==> config.mk <==
export PLATFORM = sky130hd
export DESIGN_NAME = dma_engine
export DESIGN_NICKNAME = d
export VERILOG_FILES = /design/src/rtl/dma_engine.sv
export SDC_FILE = /design/constraint.sdc
export NUM_CORES = 1
export LEC_CHECK = 0
export ABC_AREA = 0
export CORE_ASPECT_RATIO = 1.2
export CORE_MARGIN = 4
export CORE_UTILIZATION = 56
export CTS_BUF_LIST = sky130_fd_sc_hd__clkbuf_8 sky130_fd_sc_hd__clkbuf_16
export DETAILED_ROUTE_END_ITERATION = 7
export PLACE_DENSITY = 0.95
export RECOVER_POWER = 25
export SYNTH_ARGS = -nofsm -noshare
export SYNTH_HDL_FRONTEND = slang
export SYNTH_SLANG_ARGS = --single-unit
==> constraint.sdc <==
create_clock -name clk -period 5.48 [get_ports clk]
set_input_delay 1.096 -clock clk [delete_from_list [all_inputs] [get_ports clk]]
set_output_delay 1.096 -clock clk [all_outputs]
set_load 0.01 [all_outputs]
==> src/rtl/dma_engine.sv <==
// -----------------------------------------------------------------------------
// dma_engine
//   Single-channel word-copy DMA sharing one data bus with a CPU. The CPU
//   programs SRC/DST/LEN and then writes CTRL to start. The engine moves one
//   32-bit word at a time with a read / capture / write sequence, and it only
//   takes bus cycles in which the CPU is not driving the bus.
//
// Parameters
//   LEN_W        width of the transfer-length and remaining-count fields (words)
//
// Ports
//   clk          clock, rising edge
//   rst_n        asynchronous active-low reset
//   reg_addr     register select: 0 SRC, 1 DST, 2 LEN, 3 CTRL/STATUS
//   reg_wdata    register write data
//   reg_wenable  register write strobe (one cycle per write)
//   reg_rdata    combinational read data for reg_addr
//   cpu_busy     CPU owns the shared bus this cycle
//   m_req        DMA owns the shared bus this cycle
//   m_addr       bus byte address (valid while m_req=1)
//   m_wdata      bus write data
//   m_wenable    bus byte enables, 4'hF on a write, 4'h0 otherwise
//   m_rdata      bus read data, valid one cycle after a read request
//   irq          one-cycle completion pulse, gated by irq_en
// -----------------------------------------------------------------------------
module dma_engine #(
    parameter int LEN_W = 16
) (
    input  logic             clk,
    input  logic             rst_n,
    input  logic [1:0]       reg_addr,
    input  logic [31:0]      reg_wdata,
    input  logic             reg_wenable,
    output logic [31:0]      reg_rdata,
    input  logic             cpu_busy,
    output logic             m_req,
    output logic [31:0]      m_addr,
    output logic [31:0]      m_wdata,
    output logic [3:0]       m_wenable,
    input  logic [31:0]      m_rdata,
    output logic             irq
);

    typedef enum logic [2:0] {
        IDLE = 3'd0,
        RD   = 3'd1,
        CAP  = 3'd2,
        WR   = 3'd3,
        DONE = 3'd4
    } state_t;

    state_t state, state_nxt;

    logic [31:0]      src_q;
    logic [31:0]      dst_q;
    logic [31:0]      buf_q;
    logic [LEN_W-1:0] len_q;
    logic [LEN_W-1:0] rem_q;
    logic             done_q;
    logic             irq_en_q;
    logic             src_fixed_q;
    logic             dst_fixed_q;

    logic busy;
    logic ctrl_wr;
    logic abort_req;
    logic start_req;
    logic start_go;
    logic rd_fire;
    logic wr_fire;

    assign busy      = (state != IDLE);
    assign ctrl_wr   = reg_wenable && (reg_addr == 2'd3);
    assign abort_req = ctrl_wr && reg_wdata[1];
    // Abort wins over start when both bits arrive in one write.
    assign start_req = ctrl_wr && reg_wdata[0] && !reg_wdata[1];
    assign start_go  = start_req && !busy;

    // A bus beat only happens when the CPU leaves the bus free and no abort
    // is arriving in the same cycle.
    assign rd_fire = (state == RD) && !cpu_busy && !abort_req;
    assign wr_fire = (state == WR) && !cpu_busy && !abort_req;

    // -------------------------------------------------------------------------
    // State register and datapath registers
    // -------------------------------------------------------------------------
    always_ff @(posedge clk or negedge rst_n) begin
        if (!rst_n) begin
            state       <= IDLE;
            src_q       <= '0;
            dst_q       <= '0;
            buf_q       <= '0;
            len_q       <= '0;
            rem_q       <= '0;
            done_q      <= 1'b0;
            irq_en_q    <= 1'b0;
            src_fixed_q <= 1'b0;
            dst_fixed_q <= 1'b0;
        end else begin
            state <= state_nxt;

            // Programming registers are frozen while a transfer is in flight.
            if (reg_wenable && !busy) begin
                case (reg_addr)
                    2'd0: src_q <= {reg_wdata[31:2], 2'b00};
                    2'd1: dst_q <= {reg_wdata[31:2], 2'b00};
                    2'd2: len_q <= reg_wdata[LEN_W-1:0];
                    default: begin
                        src_fixed_q <= reg_wdata[3];
                        dst_fixed_q <= reg_wdata[4];
                    end
                endcase
            end

            if (ctrl_wr) begin
                irq_en_q <= reg_wdata[2];
            end

            if (start_go) begin
                done_q <= 1'b0;
                rem_q  <= len_q;
            end

            // Read data from the synchronous RAM is on the bus during CAP.
            if ((state == CAP) && !abort_req) begin
                buf_q <= m_rdata;
            end

            if (wr_fire) begin
                if (!src_fixed_q) begin
                    src_q <= src_q + 32'd4;
                end
                if (!dst_fixed_q) begin
                    dst_q <= dst_q + 32'd4;
                end
                rem_q <= rem_q - LEN_W'(1);
            end

            if ((state == DONE) && !abort_req) begin
                done_q <= 1'b1;
            end
        end
    end

    // -------------------------------------------------------------------------
    // Next-state logic
    // -------------------------------------------------------------------------
    always_comb begin
        state_nxt = state;
        case (state)
            IDLE: begin
                if (start_req) begin
                    state_nxt = (len_q != '0) ? RD : DONE;
                end
            end
            RD: begin
                if (rd_fire) begin
                    state_nxt = CAP;
                end
            end
            CAP: begin
                state_nxt = WR;
            end
            WR: begin
                if (wr_fire) begin
                    state_nxt = (rem_q == LEN_W'(1)) ? DONE : RD;
                end
            end
            DONE: begin
                state_nxt = IDLE;
            end
            default: begin
                state_nxt = IDLE;
            end
        endcase

        if (busy && abort_req) begin
            state_nxt = IDLE;
        end
    end

    // -------------------------------------------------------------------------
    // Bus, interrupt and register read outputs
    // -------------------------------------------------------------------------
    always_comb begin
        m_req     = rd_fire || wr_fire;
        m_addr    = (state == RD) ? src_q : dst_q;
        m_wdata   = buf_q;
        m_wenable = wr_fire ? 4'hF : 4'h0;
        irq       = (state == DONE) && irq_en_q && !abort_req;
    end

    always_comb begin
        reg_rdata = 32'd0;
        case (reg_addr)
            2'd0: reg_rdata = src_q;
            2'd1: reg_rdata = dst_q;
            2'd2: reg_rdata = 32'(rem_q);
            default: begin
                reg_rdata = (32'(rem_q) << 16) |
                            {27'd0, dst_fixed_q, src_fixed_q, irq_en_q, done_q, busy};
            end
        endcase
    end

endmodule

==> flow_summary.toml <==
[job]
drv_cap = 2

[power]
combPwrFrac = 0.450
power_density_nw_per_um2 = 611.7
p_seq_frac = 0.348
p_sw_w = 0.002635
power_leakage_nw = 4.083
internal_power_w = 0.003682
switching_share = 0.4171
power_frac_clock = 0.202
irDropWorstVdd_mv = 0.3677

[clocking]
hold_buffers = 0
post_cts_buffers = 0
cts-resized-gates = 0
cts_tree = "yes"
clkSlewWorstSetupHoldPaths_ns = 0.06
clk_latency_ns = 0.44
numCtsBuffers = 17
ctsRootBufferMaster = "clkbuf_16"
htreeDepth = 4
clock-sinks = 135
cts_buffer_depth = 2

[setup_path]
worst_ep_required_time_ns = 4.38
cp-end-kind = "primary output"
cp_top_family = "buffers and inverters"
cp-start-kind = "primary input"
cp_slowest_cell = "nor2b_1"
crit_type = "in2out"
crit_top_cell = "clkdlybuf4s50_1"
crit_buf_inv = 3
cp_cell_sequence = "clkdlybuf4s50_1 > buf_4 > nor2b_1 > nand2_1 > o21ai_0 > clkdlybuf4s50_1"
crit_arrival_ns = 3.88
slowest_delay_ns = 1.04
cp_max_fo = 29

[global_routing]
grtUsageTotal = 0.3830
grt_overflow = 0
grt_pass1_vias = 8329
grt_max_degree = 56
antenna_found_initial = 1
grt_pass1_wl_um = 46990

[route]
first_pass_iters = 8
drt_iter0_drc = 1218
drt_wl_total_um = 31070
wire_per_inst_um = 26.60
drc_errors = 0
postRouteAntennaNets = 0
vias_per_cell = 7.180
num_vias = 8386

[timing]
relSlewSlack = -0.5873
setup_ws_ns = 0.5016
rsz0062_at_grt = "false"
period_share = 0.9085
final-setup-viol-count = 0
setup_tns_ns = 0
hold_viol = 0
clock_skew_ns = 0.009838
fmax_ghz = 0.2009
period_needed_ns = 4.978
worst_pin_slew_ns = 2.381
slew_viol_final = 84

[logic_synthesis]
yosysWarnings = 0
synth-seq-cells = 135
syn-cell-area_um2 = 7898
syn_nets = 914
ys_types = 62
synthFlopType = "dfrtp_1"
synthCells = 840
synth_edf_count = 0
avgSynthCellArea_um2 = 9.402
synthArstFlopShare = 1.000
yosysSeqAreaShare = 0.4278

[placed_design]
place_hpwl_um = 21560
post-place-ws_ns = 0.6636
io_buffer_count = 171
gp_congestion = 1.100

[finish]
finish.utilization = 0.7472
mostFrequentLayoutCell = "clkdlybuf4s50_1"
diodes = 0
syn_to_final_growth_pct = 30.75
final_cell_mix = "169 x clkdlybuf4s50_1, 135 x dfrtp_1, 93 x nand2_1"
drive_gt1_frac = 0.1505
fin_nets = 1058

[floorplanning]
fp.dieH_um = 138.1
initial_core_util = 0.5715
rows = 47
dieArea_um2 = 16080
core_um2 = 13820
die_w_um = 116.4
ios = 172

[run_status]
outcome = "finished, violations left"
violations = "max-capacitance violations, max-slew violations"

[worst_hold_path]
min_path_type = "reg2reg"
## per-stage QoR
step | std cells | total power (W) | hold slack (ns) | cell area [um^2]
global route | 1168 | 0.006566 | 0.5221 | 10330
CTS | 1168 | 0.006194 | 0.5064 | 10340
floorplan | 840 | 0.003476 | 0.4607 | 7898
detailed placement | 1136 | 0.004879 | 0.4922 | 9689
finish | 1168 | 0.006317 | 0.5037 | 10330
global placement | 1136 | 0.004786 | 0.4843 | 9689
## cell type report
type | count | area, um^2
repair buffers | 186 | 1807
clock buffers | 19 | 452.9
flip-flops and latches | 135 | 3378
well taps | 171 | 214.0
inverters | 8 | 30.03
clock inverters | 13 | 193.9
fillers | 925 | 3493
multi-input cells | 636 | 4250
## state kept, by name (all words and copies together), names as in the netlist
signal and cells:
done_q 1, irq_en_q 1, dst_q 32, dst_fixed_q 1, src_fixed_q 1, len_q 16
m_wdata 32, src_q 32, state 3, rem_q 16
## cells by family (layout without fill, tap and decap cells)
family,Yosys count,count (layout),synth area share
flip-flops,135,135,0.4278
XOR/XNOR,4,4,0.004437
multiplexers,113,113,0.1644
AND/OR/NAND/NOR,328,328,0.2052
adder cells (fa/ha/maj),4,4,0.006337
AO/OA/AOI/OAI,187,187,0.1559
buffers and inverters,69,226,0.03596
## cells in the mapped netlist (all sizes together), types with 6 or more instances
| cell | instances | area (um^2) |
|---|---|---|
| o211ai | 7 | 52.55 |
| mux2 | 81 | 912.1 |
| nor4 | 16 | 100.1 |
| a211oi | 20 | 150.1 |
| mux2i | 27 | 270.3 |
| or4 | 6 | 53.80 |
| or3 | 9 | 61.31 |
| a21oi | 43 | 215.2 |
| and2 | 9 | 56.31 |
| clkbuf | 50 | 187.7 |
| and3 | 12 | 75.07 |
| o32ai | 7 | 61.31 |
| nand4 | 16 | 100.1 |
| o311ai | 6 | 52.55 |
| nand3 | 32 | 160.2 |
| o21ai | 45 | 225.2 |
| nor3 | 36 | 180.2 |
| inv | 8 | 30.03 |
| nand2 | 93 | 349.1 |
| o22ai | 18 | 112.6 |
| and4 | 10 | 87.58 |
| dfrtp | 135 | 3378 |
| nor2 | 72 | 270.3 |
| buf | 11 | 66.31 |
| a311oi | 9 | 78.83 |
## power groups by stage
stage | sequential, W | combinational [W] | clock, W
after global placement | 0.00210 | 0.00269 | 0
after floorplan | 0.00187 | 0.00161 | 0
after CTS | 0.00213 | 0.00279 | 0.00127
final | 0.00220 | 0.00284 | 0.00127
after detailed placement | 0.00213 | 0.00275 | 0
after global routing | 0.00222 | 0.00303 | 0.00132
## path summary, 6_finish.rpt
check / start / to / slack, ns / cells past startpoint
worst max-delay path: reg_addr[1] / reg_rdata[8] / 0.50 / 6
worst min-delay path: m_wdata[2] / m_wdata[2] / 0.50 / 1
worst max register to register: state[1] / rem_q[9] / 2.65 / 5
worst min register to register: m_wdata[2] / m_wdata[2] / 0.50 / 1
max in group asynchronous: rst_n / dst_q[26] / 1.01 / 2
min in group asynchronous: rst_n / rem_q[15] / 1.38 / 1
## layer usage
layer	vias to the layer above	routed length [um]	part of all wire	track usage
met1	3877	9865	0.32	0.4485
li1	3436	-	-	-
met4	4	2700	0.087	0.2425
met2	814	13640	0.44	0.5775
met5	-	73	0.0023	0.03175
met3	255	4792	0.15	0.1503
(Power assumes the default switching activity.)
